$ cat src/rtl/var_seq_cu.sv
// var_seq_cu: multi-cycle control unit sequencing IF/IR/ID/EX/MEM/WB/BR with variable memory latency
// Ports:
//   clk, rst_n        rising-edge clock, asynchronous active-low reset
//   run               permits instruction fetch (stalls only in IF)
//   inst_ready        instruction memory data valid
//   mem_ready         data memory access complete
//   opcode            instruction opcode from IR, low TYPE_BITS bits select the type
//   BEQout            branch comparison result, sampled in BR
//   InstRead..ldPC    datapath control strobes
//   S                 one-hot state {IF,IR,ID,EX,MEM,WB,BR}, bit 0 = IF
//   T                 one-hot registered instruction type, zero until first decode
//   illegal           one-cycle pulse after decoding an undefined type
//   retired           count of completed instructions (wraps)
module var_seq_cu #(
    parameter int OPW       = 6,
    parameter int TYPE_BITS = 3,
    parameter int CNT_W     = 16
) (
    input  logic                    clk,
    input  logic                    rst_n,
    input  logic                    run,
    input  logic                    inst_ready,
    input  logic                    mem_ready,
    input  logic [OPW-1:0]          opcode,
    input  logic                    BEQout,
    output logic                    InstRead,
    output logic                    ldIR,
    output logic                    RegRead,
    output logic                    MemRead,
    output logic                    MemWrite,
    output logic                    RegWrite,
    output logic                    incPC,
    output logic                    ldPC,
    output logic [6:0]              S,
    output logic [2**TYPE_BITS-1:0] T,
    output logic                    illegal,
    output logic [CNT_W-1:0]        retired
);
    localparam int NT = 2**TYPE_BITS;
    typedef enum logic [2:0] {S_IF, S_IR, S_ID, S_EX, S_MEM, S_WB, S_BR} state_t;
    state_t state, state_nx;
    logic [TYPE_BITS-1:0] ty;
    logic undef, retire;
    assign ty = opcode[TYPE_BITS-1:0];
    // Only the wider decode has type codes beyond beq (7)
    generate
        if (TYPE_BITS > 3) begin : g_wide
            assign undef = |ty[TYPE_BITS-1:3];
        end else begin : g_narrow
            assign undef = 1'b0;
        end
    endgenerate
    always_comb begin
        state_nx = state;
        case (state)
            S_IF:    state_nx = (run && inst_ready) ? S_IR : S_IF;
            S_IR:    state_nx = S_ID;
            S_ID:    state_nx = (ty == '0 || undef) ? S_WB : S_EX;
            S_EX:    state_nx = (T[5] || T[6]) ? S_MEM : S_WB;
            S_MEM:   state_nx = mem_ready ? S_WB : S_MEM;
            S_WB:    state_nx = T[7] ? S_BR : S_IF;
            default: state_nx = S_IF;
        endcase
    end
    assign S = 7'b1 << state;
    // InstRead is gated by rst_n since IF is also the reset state
    assign InstRead = rst_n && run && state == S_IF;
    assign ldIR     = state == S_IR;
    assign RegRead  = state == S_ID;
    assign MemRead  = state == S_MEM && T[5];
    assign MemWrite = state == S_MEM && T[6];
    assign RegWrite = state == S_WB && |T[5:1];
    assign incPC    = state == S_WB;
    assign ldPC     = state == S_BR && BEQout;
    assign retire   = (state == S_WB && !T[7]) || state == S_BR;
    always_ff @(posedge clk or negedge rst_n) begin
        if (!rst_n) begin
            state   <= S_IF;
            T       <= '0;
            illegal <= 1'b0;
            retired <= '0;
        end else begin
            state   <= state_nx;
            illegal <= state == S_ID && undef;
            if (state == S_ID) T <= NT'(1) << ty;
            if (retire) retired <= retired + CNT_W'(1);
        end
    end
endmodule

$ cat config.mk
export PLATFORM = sky130hd
export DESIGN_NAME = var_seq_cu
export DESIGN_NICKNAME = d
export VERILOG_FILES = /design/src/rtl/var_seq_cu.sv
export SDC_FILE = /design/constraint.sdc
export NUM_CORES = 1
export LEC_CHECK = 0
export CORE_MARGIN = 2
export CORE_UTILIZATION = 47
export DETAILED_ROUTE_END_ITERATION = 12
export PLACE_DENSITY = 0.93
export SLEW_MARGIN = 5
export SYNTH_ARGS = -nofsm -noshare
export SYNTH_HDL_FRONTEND = slang
export SYNTH_SLANG_ARGS = --single-unit
export TNS_END_PERCENT = 30
$ cat constraint.sdc
create_clock -name clk -period 4.1 [get_ports clk]
set_clock_uncertainty 0.15 [all_clocks]
set_input_delay 0.82 -clock clk [delete_from_list [all_inputs] [get_ports clk]]
set_output_delay 0.82 -clock clk [all_outputs]
set_load 0.02 [all_outputs]
==> results.yml, run 1 <==
outcome:
  outcome: "finished, violations left"
  violations: "design-rule violations"
power:
  irDropWorstVdd_uv: 378
  total_power_mw: 1.09
  leakagePower_nw: 0.837
  power_density_nw_per_um2: 578
drt:
  drt_iter0_markers: 24
  postRouteAntennaNets: 0
  drcViolationCount: 3
  drtPass1Iterations: 10
  avgRoutedWirePerCell_microns: 14.7
  vias: 1182
  vias_per_cell: 5.40
  drt_wl_total_microns: 3210
die:
  die-area_sq_um: 3480
  coreArea_sq_um: 2810
  row_count: 19
  start_util: 0.506
  die_h_microns: 59.0
  ios: 52
  die_x_microns: 59.0
critical_path:
  crit_required_ps: 3130
  cp-start-kind: "flip-flop"
  worstRegToRegCells: 4
  critical_path_class: "flip-flop to output pin"
  reg2reg_slack_ps: 2310
  endpoint_kind: "output pin"
  cp_max_fo: 17
  r2r_end: "retired[15]"
  r2r-start: "state[0]"
  setup.worst_path.end: "S[2]"
  worstPathArrival_ps: 2230
  critPathLaunch: "state[1]"
cts:
  worstSkewPairLatency_ps: 320
  htreeDepth: 1
  clk_path_buf_depth: 2
  cts_tree: "built"
  cts_root_buf: "clkbuf_4"
  cts_hold_buf: 0
  ctsResizeCount: 0
  cts.sinks: 27
  cts_buffers: 3
  cts_setup_buffers: 0
  clk_pin_slew_ps: 150
job:
  drv_cap: 0
logic_synthesis:
  syn_area_per_cell_sq_um: 9.66
  synthXorXnorAreaFrac: 0.0925
  yosysSeqAreaShare: 0.476
  syn_inst: 147
  synth-compound-area-share: 0.0890
  muxShareOfSynthArea: 0
  synth-simple-area-share: 0.260
  yosysWarningCount: 0
  synth_seq_cells: 27
  synth_nets: 160
  synth.cell_area_sq_um: 1420
  synth_top_family_by_area: "simple AND/OR/NAND/NOR gates"
  synth_cell_type_count: 32
  synthAdderAreaFrac: 0.00881
global_route:
  grt_pass1_vias: 1186
  grt_overflow: 0
  grt_pass1_wl_microns: 5360
  antenna_found_initial: 0
  grt_usage: 0.201
  grt_max_degree: 28
cells_and_area:
  nets: 202
  n_antenna_cell: 0
  final.fill_count: 236
  area_growth_pct: 32.8
  stdcell_count: 219
  drive_above_1_share: 0.0691
  utilization: 0.672
place:
  dp_hpwl_microns: 2470
  place_inst: 215
  port_buffers: 47
  pre_cts_ws_ps: 1060
  gp_congestion: 0.842
sta:
  min_period_over_period: 0.781
  worst_slack_ps: 896
  final_max_slew_viol_count: 0
  setup_violations: 0
  timing.fmax_mhz: 312
  min_period_ps: 3200
  fin_setup_tns_ps: 0
  final_hold_viol_count: 0
  rsz0062_at_grt: "false"
worst_hold_path:
  hp-class: "flip-flop to flip-flop"
## where the power goes
part           switching [mW]  internal (mW)  total (mW)  leakage [nW]
Clock                  0.0757         0.0365       0.112        0.0177
Combinational           0.287          0.250       0.536         0.455
Sequential              0.103          0.338       0.442         0.364
Total                   0.466          0.625        1.09         0.837
## layer usage
| metal | global-route usage | vias to the layer above | share of wire |
|---|---|---|---|
| met3 | 0.0284 | 2 | 0.058 |
| met2 | 0.367 | 40 | 0.51 |
| li1 | - | 569 | - |
| met4 | 0.0292 | 0 | 0.0059 |
| met1 | 0.259 | 571 | 0.43 |
| met5 | 0 | - | 0 |
## critical path, stage by stage (launching register included)
cell and delay (ps):
dfrtp_1 530, nor2b_1 250, nand2_1 330, inv_1 180, clkdlybuf4s50_1 620
## synth_stat cells (all sizes together)
master   number  area share
a21oi         3       0.011
a32oi         1      0.0062
and2          4       0.018
and3          3       0.013
and3b         1      0.0062
and4bb        1       0.011
buf           7       0.045
clkbuf        4       0.011
conb          1      0.0026
dfrtp        27        0.48
ha            1      0.0088
inv           6       0.016
nand2        25       0.066
nand3         5       0.018
nand3b        1      0.0053
nand4         4       0.018
nor2          8       0.021
nor2b         2      0.0088
nor3          8       0.032
nor4          3       0.026
o2111ai       1       0.011
o211ai        1       0.015
o21ai        10       0.035
o31ai         1      0.0053
o41ai         1      0.0062
or2           1      0.0044
or3           2       0.012
xnor2         4       0.025
xor2         11       0.068
## cell type report
class                   count  area (sq um)  area share
multi-input cells         103           643       0.341
clock inverters             1          5.00     0.00265
well taps                  31          38.8      0.0206
inverters                   6          22.5      0.0119
clock buffers               3          22.5      0.0119
repair buffers             48           478       0.253
flip-flops and latches     27           676       0.358
## registers in the layout, summed over array words and instances (netlist names)
signal and cells:
T 8, retired 16, state 3
## through the flow
step                      area [sq um]  hold slack, ps
after floorplan                   1420             374
after global placement            1860             307
after detailed placement          1860             334
after CTS                         1890             354
after global routing              1890             380
final                             1890             345
## placed cells by master, fill, tap and decap left out, drive strengths merged, types with 2 or more instances in the layout
master	count
nor2b	2
nor3	8
nand2	25
or3	2
inv	6
clkdlybuf4s50	47
clkbuf	3
and3	3
and2	4
xnor2	4
a21oi	3
dfrtp	27
nand3	5
xor2	11
nand4	4
o21ai	10
nor4	3
nor2	8
## logic make-up (layout without fill, tap and decap cells)
group,count (synthesis),count (layout)
other,1,1
AOI/OAI and AO/OA,18,18
xor gates and xnor gates,15,15
DFF,27,27
and+or+nand+nor,68,68
adders and majority gates,1,1
buffers and inverters,17,58
## worst min path at each step
| stage | from | end | depth (start not counted) |
|---|---|---|---|
| 6_report | retired[15] | retired[15] | 1 |
| 5_1_grt | retired[14] | retired[14] | 1 |
| 4_1_cts | retired[15] | retired[15] | 1 |
| 3_5_place_dp | T[0] | T[0] | 2 |
| 3_3_place_gp | retired[15] | retired[15] | 1 |
| 2_1_floorplan | rst_n | T[0] | 0 |
No activity file was read; power rests on OpenSTA's default activity.
==> run 2, diff against run 1 <==
CORE_UTILIZATION = 44   (was 47)
PLACE_DENSITY = 0.88   (was 0.93)
clock period = 3.1 ns   (was 4.1 ns; I/O delays follow)
==> run 2 against run 1 <==
The flow now finishes without violations. Global-route usage shrank 3.0 points. Utilization is 5.0 points lower. Sequential cell count unchanged. Setup slack worse by 700 ps. Sequential share of layout area decreased by 0.28 points. Clock power grew 37%. Sequential power grew 31%. Total power grew 31%. Critical path depth unchanged. Hold slack worse by 21 ps. Non-clock buffer count is the same. Via count down 2.7%.
==> results.yml, run 2 (same netlist as run 1, synthesis figures left out) <==
outcome:
  outcome: "completed"
sta:
  timing.fmax_mhz: 344
  setup_violations: 0
  min_period_over_period: 0.938
  rsz0062_at_grt: "false"
  min_period_ps: 2910
  worst_slack_ps: 192
  final_max_slew_viol_count: 0
  final_hold_viol_count: 0
  fin_setup_tns_ps: 0
cells_and_area:
  multiInputGateArea_sq_um: 643
  largest_reg_flops: 16
  utilization: 0.623
  nets: 202
  area_growth_pct: 33.8
  top_register: "retired"
  stdcell_count: 232
  largestRegisters: "retired (16), T (8), state (3)"
  final.fill_count: 259
  regArea_sq_um: 676
  final_common_cell: "clkdlybuf4s50_1"
  n_antenna_cell: 0
  layout_common_cells: "clkdlybuf4s50_1 (47), dfrtp_1 (27), nand2_1 (25), xor2_1 (11), o21ai_0 (10)"
  drive_above_1_share: 0.0638
critical_path:
  cp-start-kind: "flip-flop"
  critical_path_class: "flip-flop to output pin"
  worstPathArrival_ps: 2140
  endpoint_kind: "output pin"
  cp_max_fo: 17
  crit_required_ps: 2330
  worstRegToRegCells: 4
drt:
  vias_per_cell: 4.96
  drtPass1Iterations: 4
  postRouteAntennaNets: 0
  avgRoutedWirePerCell_microns: 13.1
  drt_iter0_markers: 26
  drt_wl_total_microns: 3050
  drcViolationCount: 0
  vias: 1150
place:
  place_inst: 228
  port_buffers: 47
  gp_congestion: 0.760
  pre_cts_ws_ps: 473
  dp_hpwl_microns: 2320
die:
  start_util: 0.465
  row_count: 20
  die_x_microns: 60.8
  coreArea_sq_um: 3050
  die_h_microns: 60.8
  die-area_sq_um: 3700
  ios: 52
global_route:
  grt_max_degree: 28
  grt_pass1_wl_microns: 4820
  antenna_found_initial: 0
  grt_overflow: 0
  grt_usage: 0.171
  grt_pass1_vias: 1063
job:
  drv_cap: 0
cts:
  worstSkewPairLatency_ps: 320
  clk_path_buf_depth: 2
  cts_tree: "built"
  htreeDepth: 1
  cts.sinks: 27
  cts_hold_buf: 0
  cts_root_buf: "clkbuf_4"
  ctsResizeCount: 0
  clk_pin_slew_ps: 140
  cts_setup_buffers: 0
  cts_buffers: 3
power:
  irDropWorstVdd_uv: 426
  total_power_mw: 1.43
  leakagePower_nw: 0.834
  power_density_nw_per_um2: 752
worst_hold_path:
  whs_path_depth: 1
  hp-class: "flip-flop to flip-flop"
run 2: cell types whose count changed in the layout (fill, tap and decap cells not counted), sizes merged:
cell / before / now
clkbuf: 3 / 4
clkinv: 1 / 0
run 2: critical path, cell delays in order (launching register included):
cell             delay, ps
dfrtp_1                520
nor2b_1                210
nand2_1                310
inv_1                  160
clkdlybuf4s50_1        620
run 2: routing by layer:
metal	wire length (microns)	GRT usage	vias up	share of wire
li1	-	-	573	-
met1	1350	0.228	565	0.44
met2	1620	0.296	10	0.53
met3	42	0.0128	2	0.014
met4	27	0.0559	0	0.0089
met5	0	0	-	0
run 2: final cells by class:
class                      instances  area share
multi-input combinational        103       0.338
clock buffer                       4      0.0138
tap                               44      0.0290
inverter                           6      0.0118
sequential                        27       0.355
timing repair buffer              48       0.251
run 2: per-stage QoR:
stage               area, sq um  hold WS, ps
finish                     1900          324
CTS                        1900          329
detailed placement         1870          308
floorplan                  1420          174
global route               1900          353
global placement           1870          304
run 2: where the power goes:
| group | switching [mW] | internal (mW) |
|---|---|---|
| sequential | 0.129 | 0.448 |
| combinational | 0.370 | 0.330 |
| clock | 0.103 | 0.0504 |
run 2: final timing paths:
path                       slack [ps]         from           to
max                               190     state[1]         S[2]
min                               320  retired[15]  retired[15]
max reg2reg                      1310     state[0]  retired[13]
min reg2reg                       320  retired[15]  retired[15]
max in group asynchronous        2000        rst_n         T[2]
min in group asynchronous         550        rst_n     state[0]
==> run 3, diff against run 2 <==
ABC_CLOCK_PERIOD_IN_PS = 3100   (was unset)
CELL_PAD_IN_SITES_DETAIL_PLACEMENT = 0   (was unset)
CELL_PAD_IN_SITES_GLOBAL_PLACEMENT = 1   (was unset)
CORE_UTILIZATION = 32   (was 44)
PLACE_DENSITY = 0.87   (was 0.88)
RECOVER_POWER = 50   (was unset)
==> run 3 against run 2 <==
Register-to-register slack got worse by 150 ps. Largest cell class unchanged. Highest routed layer unchanged. Die area grew 35%. Combinational power fell by 0.6%. Sequential share of layout area fell by 0.23 points. Utilization shrank 18 points. Critical path depth unchanged. Clock power increased by 29%. Largest power group unchanged. First-iteration DRC count increased to 4.2 times the previous value. Critical endpoint is now MemWrite. Total power up 2.1%.
==> results.yml, run 3 (same netlist as run 1, synthesis figures left out) <==
outcome:
  outcome: "completed"
cts:
  ctsResizeCount: 0
  cts_root_buf: "clkbuf_8"
  htreeDepth: 1
  cts.sinks: 27
  cts_tree: "built"
  clk_path_buf_depth: 2
  cts_hold_buf: 0
  worstSkewPairLatency_ps: 270
  clk_pin_slew_ps: 100
  cts_setup_buffers: 0
  cts_buffers: 3
die:
  die-area_sq_um: 4990
  ios: 52
  coreArea_sq_um: 4320
  row_count: 24
  die_h_microns: 70.6
  die_x_microns: 70.6
  start_util: 0.328
cells_and_area:
  final.fill_count: 456
  final_cell_area_sq_um: 1910
  drive_above_1_share: 0.0529
  area_growth_pct: 34.7
  final_common_cell: "clkdlybuf4s50_1"
  top_register: "retired"
  nets: 203
  layout_common_cells: "clkdlybuf4s50_1 (44), dfrtp_1 (27), nand2_1 (25), xor2_1 (11), o21ai_0 (10)"
  n_antenna_cell: 0
  largest_reg_flops: 16
  stdcell_count: 241
  largestRegisters: "retired (16), T (8), state (3)"
power:
  irDropWorstVdd_uv: 306
  leakagePower_nw: 0.840
  power.net_switching_uw: 586
  internal_power_uw: 874
  clkPwrFrac: 0.135
  switching_share: 0.401
  combPwrFrac: 0.477
  power_density_nw_per_um2: 763
  p_seq_frac: 0.388
sta:
  relSlewSlack: 0.0383
  setup_violations: 0
  final_hold_viol_count: 0
  min_period_ps: 2750
  max_slew.worst_pin.slew_ps: 1440
  min_period_over_period: 0.888
  fin_setup_tns_ps: 0
  worst_slack_ps: 346
  final_max_slew_viol_count: 0
  timing.fmax_mhz: 363
  rsz0062_at_grt: "false"
worst_hold_path:
  hp-class: "flip-flop to flip-flop"
  hold_start: "retired[15]"
place:
  dp_hpwl_microns: 2200
  port_buffers: 47
  pre_cts_ws_ps: 410
  placement.cell_area_sq_um: 1890
  gp_congestion: 0.729
  place_inst: 237
critical_path:
  r2r-start: "state[0]"
  endpoint_kind: "output pin"
  worstPathArrival_ps: 1980
  critical_path_class: "flip-flop to output pin"
  worstPathCellList: "inv_1 -> nor3_1 -> and2_1 -> clkdlybuf4s50_1"
  critPathBufInv: 2
  critPathLaunch: "state[2]"
  crit_required_ps: 2330
  cp_top_family: "buffers and inverters"
  critical-path-slowest-cell: "clkdlybuf4s50_1"
  cp_max_fo: 8
  slowest_delay_ps: 590
  cp-start-kind: "flip-flop"
drt:
  avgRoutedWirePerCell_microns: 12.4
  drcViolationCount: 0
  drt_iter0_markers: 109
  vias_per_cell: 4.68
  routed.top_layer: "met4"
  postRouteAntennaNets: 0
  drtPass1Iterations: 4
  met3_length_microns: 113
  vias: 1129
  wl_met2_microns: 1390
  drt_wl_total_microns: 2980
  wl_met1_microns: 1450
global_route:
  grt_usage: 0.123
  grt_overflow: 0
  antenna_found_initial: 0
  grt_pass1_wl_microns: 4980
  grt_pass1_vias: 1050
  grt_max_degree: 28
job:
  drv_cap: 0
==> run 3: metrics by stage <==
stage                     total power, mW  hold WS, ps   util
final                                1.46          317  0.442
after global routing                 1.58          344  0.442
after CTS                            1.49          325  0.448
after detailed placement             1.29          309  0.438
after global placement               1.28          307  0.438
after floorplan                     0.994          174      -
==> run 3: power by group through the flow <==
stage | Sequential, mW | Combinational (mW) | Clock, mW
after global routing | 0.591 | 0.766 | 0.221
after floorplan | 0.639 | 0.354 | 0
final | 0.567 | 0.696 | 0.197
after global placement | 0.578 | 0.703 | 0
after detailed placement | 0.582 | 0.709 | 0
after CTS | 0.575 | 0.712 | 0.203
==> run 3: layout make-up <==
type / instances / area [sq um] / area share
Sequential cell: 27 / 676 / 0.353
Multi-Input combinational cell: 103 / 623 / 0.326
Timing Repair Buffer: 49 / 482 / 0.252
Tap cell: 52 / 65.1 / 0.0340
Clock buffer: 4 / 45.0 / 0.0235
Inverter: 6 / 22.5 / 0.0118
==> run 3: final timing paths <==
kind,end,slack (ps),cells past startpoint
min reg2reg,retired[15],320,1
min,retired[15],320,1
max,MemWrite,350,4
min in group asynchronous,retired[4],1140,2
max reg2reg,retired[7],1160,4
max in group asynchronous,state[1],810,2
==> run 3: routing by layer <==
layer / vias up / global-route usage
met5: - / 0
met4: 0 / 0.0377
met3: 2 / 0.0199
met2: 22 / 0.184
met1: 529 / 0.184
li1: 576 / -
